[src/rtl/button_debouncer_pkg.sv]
// Package for the button debouncer slice.
// Holds the FSM state encoding and the default qualification length.
// These are shared by the debouncer top and any other block that inspects its state.
package button_debouncer_pkg;

    // Two-state qualification FSM: IDLE means level agrees with the input;
    // WAIT means a candidate change is being counted.
    typedef enum logic {
        ST_IDLE = 1'b0,
        ST_WAIT = 1'b1
    } state_t;

    // Default number of consecutive differing samples needed to flip level.
    localparam int STABLE_CYCLES_DEFAULT = 16;

endpackage

[src/rtl/button_debouncer_sync_2ff.sv]
// sync_2ff: two-flop synchronizer for a single asynchronous input.
// Reusable by any asynchronous input in the codebase.
// Ports:
//   clk   - sampling clock (rising edge)
//   rst_n - asynchronous active-low reset; both flops clear to 0
//   d     - raw asynchronous input
//   q     - synchronized output, two clock edges behind d
module sync_2ff (
    input  logic clk,
    input  logic rst_n,
    input  logic d,
    output logic q
);

    logic s1;

    // s1 may go metastable; only s2 (q) is ever consumed downstream.
    always_ff @(posedge clk or negedge rst_n) begin
        if (!rst_n) begin
            s1 <= 1'b0;
            q  <= 1'b0;
        end else begin
            s1 <= d;
            q  <= s1;
        end
    end

endmodule

[src/rtl/button_debouncer.sv]
// button_debouncer: turns a bouncy asynchronous input into a clean debounced
// level plus single-cycle rise/fall pulses.
// The input is synchronized first. Then a counter requires STABLE_CYCLES consecutive
// samples that differ from the current level before the level flips.
// Ports:
//   clk   - single clock, rising edge
//   rst_n - asynchronous active-low reset; clears all state and outputs
//   din   - raw asynchronous input (may glitch at any time)
//   level - debounced level (registered)
//   rise  - one-cycle pulse on a debounced 0->1 change (registered)
//   fall  - one-cycle pulse on a debounced 1->0 change (registered)
//   busy  - high while a candidate change is being qualified (registered)
module button_debouncer
    import button_debouncer_pkg::*;
#(
    parameter int STABLE_CYCLES = STABLE_CYCLES_DEFAULT
) (
    input  logic clk,
    input  logic rst_n,
    input  logic din,
    output logic level,
    output logic rise,
    output logic fall,
    output logic busy
);

    localparam int CNT_W = $clog2(STABLE_CYCLES);
    localparam logic [CNT_W-1:0] CNT_MAX = CNT_W'(STABLE_CYCLES - 1);
    localparam logic [CNT_W-1:0] CNT_ONE = CNT_W'(1);

    logic             s2;
    logic             diff;
    state_t           state;
    logic [CNT_W-1:0] cnt;

    sync_2ff u_sync (
        .clk   (clk),
        .rst_n (rst_n),
        .d     (din),
        .q     (s2)
    );

    assign diff = (s2 != level);

    // Qualification FSM. All outputs are registered here, so din has no
    // combinational path to any output. Pulses default low every edge and are
    // only raised on the flip edge.
    always_ff @(posedge clk or negedge rst_n) begin
        if (!rst_n) begin
            state <= ST_IDLE;
            cnt   <= '0;
            level <= 1'b0;
            rise  <= 1'b0;
            fall  <= 1'b0;
            busy  <= 1'b0;
        end else begin
            rise <= 1'b0;
            fall <= 1'b0;
            case (state)
                ST_IDLE: begin
                    if (diff) begin
                        state <= ST_WAIT;
                        cnt   <= CNT_ONE;
                        busy  <= 1'b1;
                    end else begin
                        cnt   <= '0;
                    end
                end
                ST_WAIT: begin
                    if (!diff) begin
                        // Glitch rejected: a single agreeing sample restarts qualification.
                        state <= ST_IDLE;
                        cnt   <= '0;
                        busy  <= 1'b0;
                    end else if (cnt == CNT_MAX) begin
                        // The sample at this edge is the STABLE_CYCLES-th differing one.
                        level <= s2;
                        rise  <= s2;
                        fall  <= ~s2;
                        state <= ST_IDLE;
                        cnt   <= '0;
                        busy  <= 1'b0;
                    end else begin
                        cnt   <= cnt + CNT_ONE;
                    end
                end
                default: begin
                    state <= ST_IDLE;
                    cnt   <= '0;
                    busy  <= 1'b0;
                end
            endcase
        end
    end

endmodule

[config.mk]
export PLATFORM = sky130hd
export DESIGN_NAME = button_debouncer
export DESIGN_NICKNAME = d
export VERILOG_FILES = /design/src/rtl/button_debouncer_pkg.sv /design/src/rtl/button_debouncer_sync_2ff.sv /design/src/rtl/button_debouncer.sv
export SDC_FILE = /design/constraint.sdc
export NUM_CORES = 1
export LEC_CHECK = 0
export ABC_CLOCK_PERIOD_IN_PS = 2000
export CORE_AREA = 2 2 39 41
export DETAILED_ROUTE_END_ITERATION = 8
export DIE_AREA = 0 0 41 43
export DONT_BUFFER_PORTS = 1
export GPL_ROUTABILITY_DRIVEN = 0
export GPL_TIMING_DRIVEN = 0
export SYNTH_ARGS = -nofsm -noshare
export SYNTH_HDL_FRONTEND = slang
export SYNTH_SLANG_ARGS = --single-unit
export TNS_END_PERCENT = 50
[constraint.sdc]
create_clock -name clk -period 2 [get_ports clk]
set_clock_uncertainty 0.05 [all_clocks]
set_input_delay 0.3 -clock clk [delete_from_list [all_inputs] [get_ports clk]]
set_output_delay 0.3 -clock clk [all_outputs]
set_load 0.005 [all_outputs]
# [Yosys cells after proc, flatten, opt, wreduce, memory -nomap -nowiden]
# Cells that the tools add are included.
[totals] regBits=11 output_inout_bits=4 in_bits=3
[classes] bitwise=2 n_eq_ne=4 muxes=18 add_sub_neg=1 n_reduce_logical=2
[op_table] cell="two-way mux 1 bit" count=13
[op_table] cell="two-way mux 4 bit" count=2
[op_table] cell="case mux 4 bit (2 select lines)" count=1
[op_table] cell="adder 4 x 1 -> 4 bit, second input constant" count=1
[op_table] cell="equality test 4 bit, second input constant" count=1
[op_table] cell="case mux 1 bit (2 select lines)" count=2
[op_table] cell="inequality test 3 x 2 -> 1 bit, second input constant" count=1
[op_table] cell="AND reduction 3 bit" count=1
[op_table] cell="inequality test 2 bit, second input constant" count=1
[op_table] cell="NOT 1 bit" count=2
[op_table] cell="AND reduction 2 bit" count=1
[op_table] cell="inequality test 1 bit" count=1

# [Depth between registers and ports, before layout]
[depth] ltp_word=4 depth_mapped=4 ltp_nobuf=4

# [Hierarchy]
# From an unflattened synthesis, not the netlist that was laid out.
[hier_totals] cells_unflattened=33 hier_area_um2=440.4
[by_module_without_submodules] module="button_debouncer" instances=1 cells_each=31 seq_area_each_um2=225.2 area_per_inst_um2=390.4
[by_module_without_submodules] module="sync_2ff" instances=1 cells_each=2 seq_area_each_um2=50.0 area_per_inst_um2=50.0

# [Worst setup path after synthesis]
# OpenSTA, ideal clock, no wires.
[synth_path] path_type="register to register" start="reg cnt[0]" end="reg level" t_arrival_ns=1.176 synth_period_minus_slack_ns=1.351 required_ns=1.825 setup_slack_ns=0.649 stages_incl_launch_ff=5 path_cell_list="dfrtp_1 -> ha_1 -> and3_4 -> nand2_1 -> mux2_4"
[synth_between] elab_chain_len=2
[synth_lines] element="start: declaration" line_no="button_debouncer.sv:34" text="logic [CNT_W-1:0] cnt;"
[synth_lines] element="start signal: assignment" line_no="button_debouncer.sv:84" text="cnt <= cnt + CNT_ONE;"
[synth_lines] element="equality test 4 bit" line_no="button_debouncer.sv:75" text="end else if (cnt == CNT_MAX) begin"
[synth_lines] element="AND reduction 3 bit (no line)"
[synth_lines] element="end signal: assignment" line_no="button_debouncer.sv:52" text="level <= 1'b0;"
[synth_lines] element="end signal: assignment" line_no="button_debouncer.sv:77" text="level <= s2;"
[synth_lines] element="end: declaration" line_no="button_debouncer.sv:21" text="output logic level,"
# Every way passes these cells.
# A chain may end at the register's enable or synchronous reset.

# [Worst setup path after layout]
# Ends and elaborated chain as after synthesis.

==> impl_metrics.csv <==
group,metric,value,unit
worst_setup_path,r2r-start,"cnt[0]$_DFF_PN0_",
cts,path_clk_slew,0.07,ns
cts,clkLatencyLatePin,0.26,ns
sta,layout_min_cycle_time,1.46,ns
die,die_x,41,um
route,ant_nets,0,
die,row_count,14,
layout,nets,42,
logic_synthesis,avgSynthCellArea,14.2,um^2
sta,max_freq,684,MHz
logic_synthesis,synth-seq-cells,11,
worst_setup_path,cp_cell_sequence,"ha_1, and3_4, nand2_1, mux2_4",
worst_setup_path,crit_family,"flip-flops",
layout,syn_to_final_growth,15.1,%
job,cap_violations,0,
sta,period_share,0.731,
die,dieArea,1760,um^2
logic_synthesis,synth-xor-area-share,0.0568,
layout,drive_gt1_frac,0.324,
pwr,netSwitchingFraction,0.229,
placement,hpwl,545,um
pwr,clock_power_share,0.369,
die,io_pins,7,
pwr,power_density,812,nW/um^2
cts,cts_resized,0,
logic_synthesis,synth_compound_area_frac,0.0909,
cts,cts.sinks,11,
grt,grtUsageTotal,0.121,
sta,finalHoldViolCount,0,
logic_synthesis,ys_seq_area_frac,0.625,
placement,placed_cell_area,460,um^2
grt,grt_pass1_vias,284,
min_path,hp-class,"reg2reg",
worst_setup_path,regToRegEndpoint,"level$_DFFE_PN0P_",
layout,final_area,507,um^2
route,wl_per_cell,14.5,um
pwr,pwr-share-comb,0.051,
cts,clock_tree.root_cell,"clkbuf_4",
logic_synthesis,syn_nets,35,
route,drt-total-wl,767,um
logic_synthesis,synthArstFlopShare,1.00,
logic_synthesis,synth_top_cells_by_area,"dfrtp_1, xor2_2, a311oi_2, and2_2, mux2_4",
sta,setup_viol,0,
worst_setup_path,cp_slowest_stage_delay,0.42,ns
placement,portBuffers,0,
pwr,p_int,0.000317,W
die,die_h,43,um
route,drtPass1Iterations,4,
worst_setup_path,reg2regPathDepth,4,
route,dr_total_vias,261,
run_status,status,"completed",
worst_setup_path,cp-start-kind,"flip-flop",
sta,maxSlewHeadroom,0.680,
logic_synthesis,synthMostInstantiatedCell,"dfrtp_1",
cts,post_cts.repair.setup_buffers,0,
worst_setup_path,arrival,1.56,ns
logic_synthesis,synth-main-ff-cell,"dfrtp_1",
min_path,min-delay-start,"u_sync.s1$_DFF_PN0_",
cts,numCtsBuffers,3,
logic_synthesis,yosys-top-cells-count,"dfrtp_1, and2_2, nand2_1, nor2_1",
die,start_util,0.318,
pwr,p_leak,0.233,nW
logic_synthesis,yosysTopAreaCell,"dfrtp_1",
logic_synthesis,synthCells,31,
logic_synthesis,yosys.area.top_type_share,0.625,
pwr,switching_power,0.0000943,W
sta,rsz0062_at_grt,"false",
layout,finish.utilization,0.366,
min_path,hold_path_depth,0,
logic_synthesis,synth_top_family_by_area,"simple AND/OR/NAND/NOR gates",
logic_synthesis,synth_mux_area_frac,0.0341,
worst_setup_path,required,2.10,ns
sta,finalSetupTns,0,ns
route,initialDrtViolationCount,5,
worst_setup_path,crit_path_end_kind,"flip-flop",
pwr,p_total,0.000411,W
route,drcViolationCount,0,
sta,report.final.slew_viol_count,0,
logic_synthesis,netlist_area,440,um^2
pwr,peakVddDrop,0.000355,V
pwr,power_frac_seq,0.580,
logic_synthesis,synth-adder-area-share,0.0284,
cts,cts_tree,"built",
logic_synthesis,synth_cell_types,18,
worst_setup_path,critPathKind,"reg2reg",
grt,grt_pass1_wl,1320,um
worst_setup_path,critPathBufInv,0,
layout,num_antenna_cells,0,
worst_setup_path,r2r_slack,0.54,ns
logic_synthesis,synthSimpleGateAreaFrac,0.165,
logic_synthesis,synth_warnings,0,
cts,clock_path_buffers,2,
grt,antenna_found_initial,0,
worst_setup_path,path_max_fanout,5,
worst_setup_path,slowest_stage,"dfrtp_1",
min_path,holdPathEnd,"u_sync.q$_DFF_PN0_",
cts,ctsHtreeMaxLevel,1,
logic_synthesis,synth-edff-count,0,
die,core-area,1380,um^2
grt,gr-total-overflow,0,
sta,worst_pin_slew,0.479,ns
route,via_per_inst,4.92,
grt,grt_start_max_net_pins,12,
==> metrics by stage <==
stage / std cells / hold WS [ns] / setup WS, ns
floorplan: 31 / -0.0456 / 0.649
global placement: 47 / -0.0453 / 0.597
detailed placement: 47 / -0.0453 / 0.546
CTS: 53 / 0.326 / 0.533
global route: 53 / 0.326 / 0.503
finish: 53 / 0.321 / 0.539
==> worst max path at each step <==
stage | end | start | slack [ns] | depth (start not counted)
after CTS | level$_DFFE_PN0P_ | cnt[0]$_DFF_PN0_ | 0.53 | 4
after detailed placement | level$_DFFE_PN0P_ | cnt[0]$_DFF_PN0_ | 0.55 | 4
after floorplan | level$_DFFE_PN0P_ | cnt[0]$_DFF_PN0_ | 0.65 | 4
after global routing | level$_DFFE_PN0P_ | cnt[0]$_DFF_PN0_ | 0.50 | 4
final | level$_DFFE_PN0P_ | cnt[0]$_DFF_PN0_ | 0.54 | 4
after global placement | level$_DFFE_PN0P_ | cnt[0]$_DFF_PN0_ | 0.60 | 4
==> cell usage in the layout, fill, tap and decap left out, types with 2 or more instances in the layout <==
cell	count
dfrtp_1	11
clkbuf_4	3
nor2_1	2
nand2_1	2
and2_2	2
dlygate4sd3_1	2
==> flip-flops by register name (all words and copies together) (netlist names) <==
name       flops
cnt            4
busy           1
fall           1
level          1
rise           1
state          1
u_sync.q       1
u_sync.s1      1
==> power by group through the flow <==
stage                     clock network, W   logic, W  registers [W]
after floorplan                          0  0.0000121       0.000241
after global placement                   0  0.0000135       0.000243
after detailed placement                 0  0.0000142       0.000243
after CTS                         0.000158  0.0000217       0.000239
after global routing              0.000176  0.0000245       0.000240
final                             0.000152  0.0000211       0.000239
==> cells by family (layout without fill, tap and decap cells) <==
family          Yosys count  count (layout)
xor+xnor                  2               2
compound gates            5               5
fa+ha+maj                 1               1
flops                    11              11
simple gates             11              11
mux                       1               1
buf+inv                   0               6
==> final cells by class <==
type / count / area, um^2
fill: 141 / 877
clock buffer: 4 / 26.3
multi-input combinational: 20 / 165
sequential: 11 / 275
tap: 16 / 20.0
timing repair buffer: 2 / 20.0
==> routing by layer <==
metal  track usage  share of wire  routed length [um]  up-vias
li1              -              -                   -      123
met1         0.162           0.41                 315      128
met2         0.153           0.51                 391        8
met3        0.0366          0.065                  50        2
met4         0.100          0.013                  10        0
met5             0              0                   0        -
==> what timing repair did <==
item / 4_1_cts / 5_1_grt
setup endpoints to repair: 0 / 0
hold endpoints to repair: 12 / 0
hold buffers: 2 / 0
No activity file was read; power rests on OpenSTA's default activity.
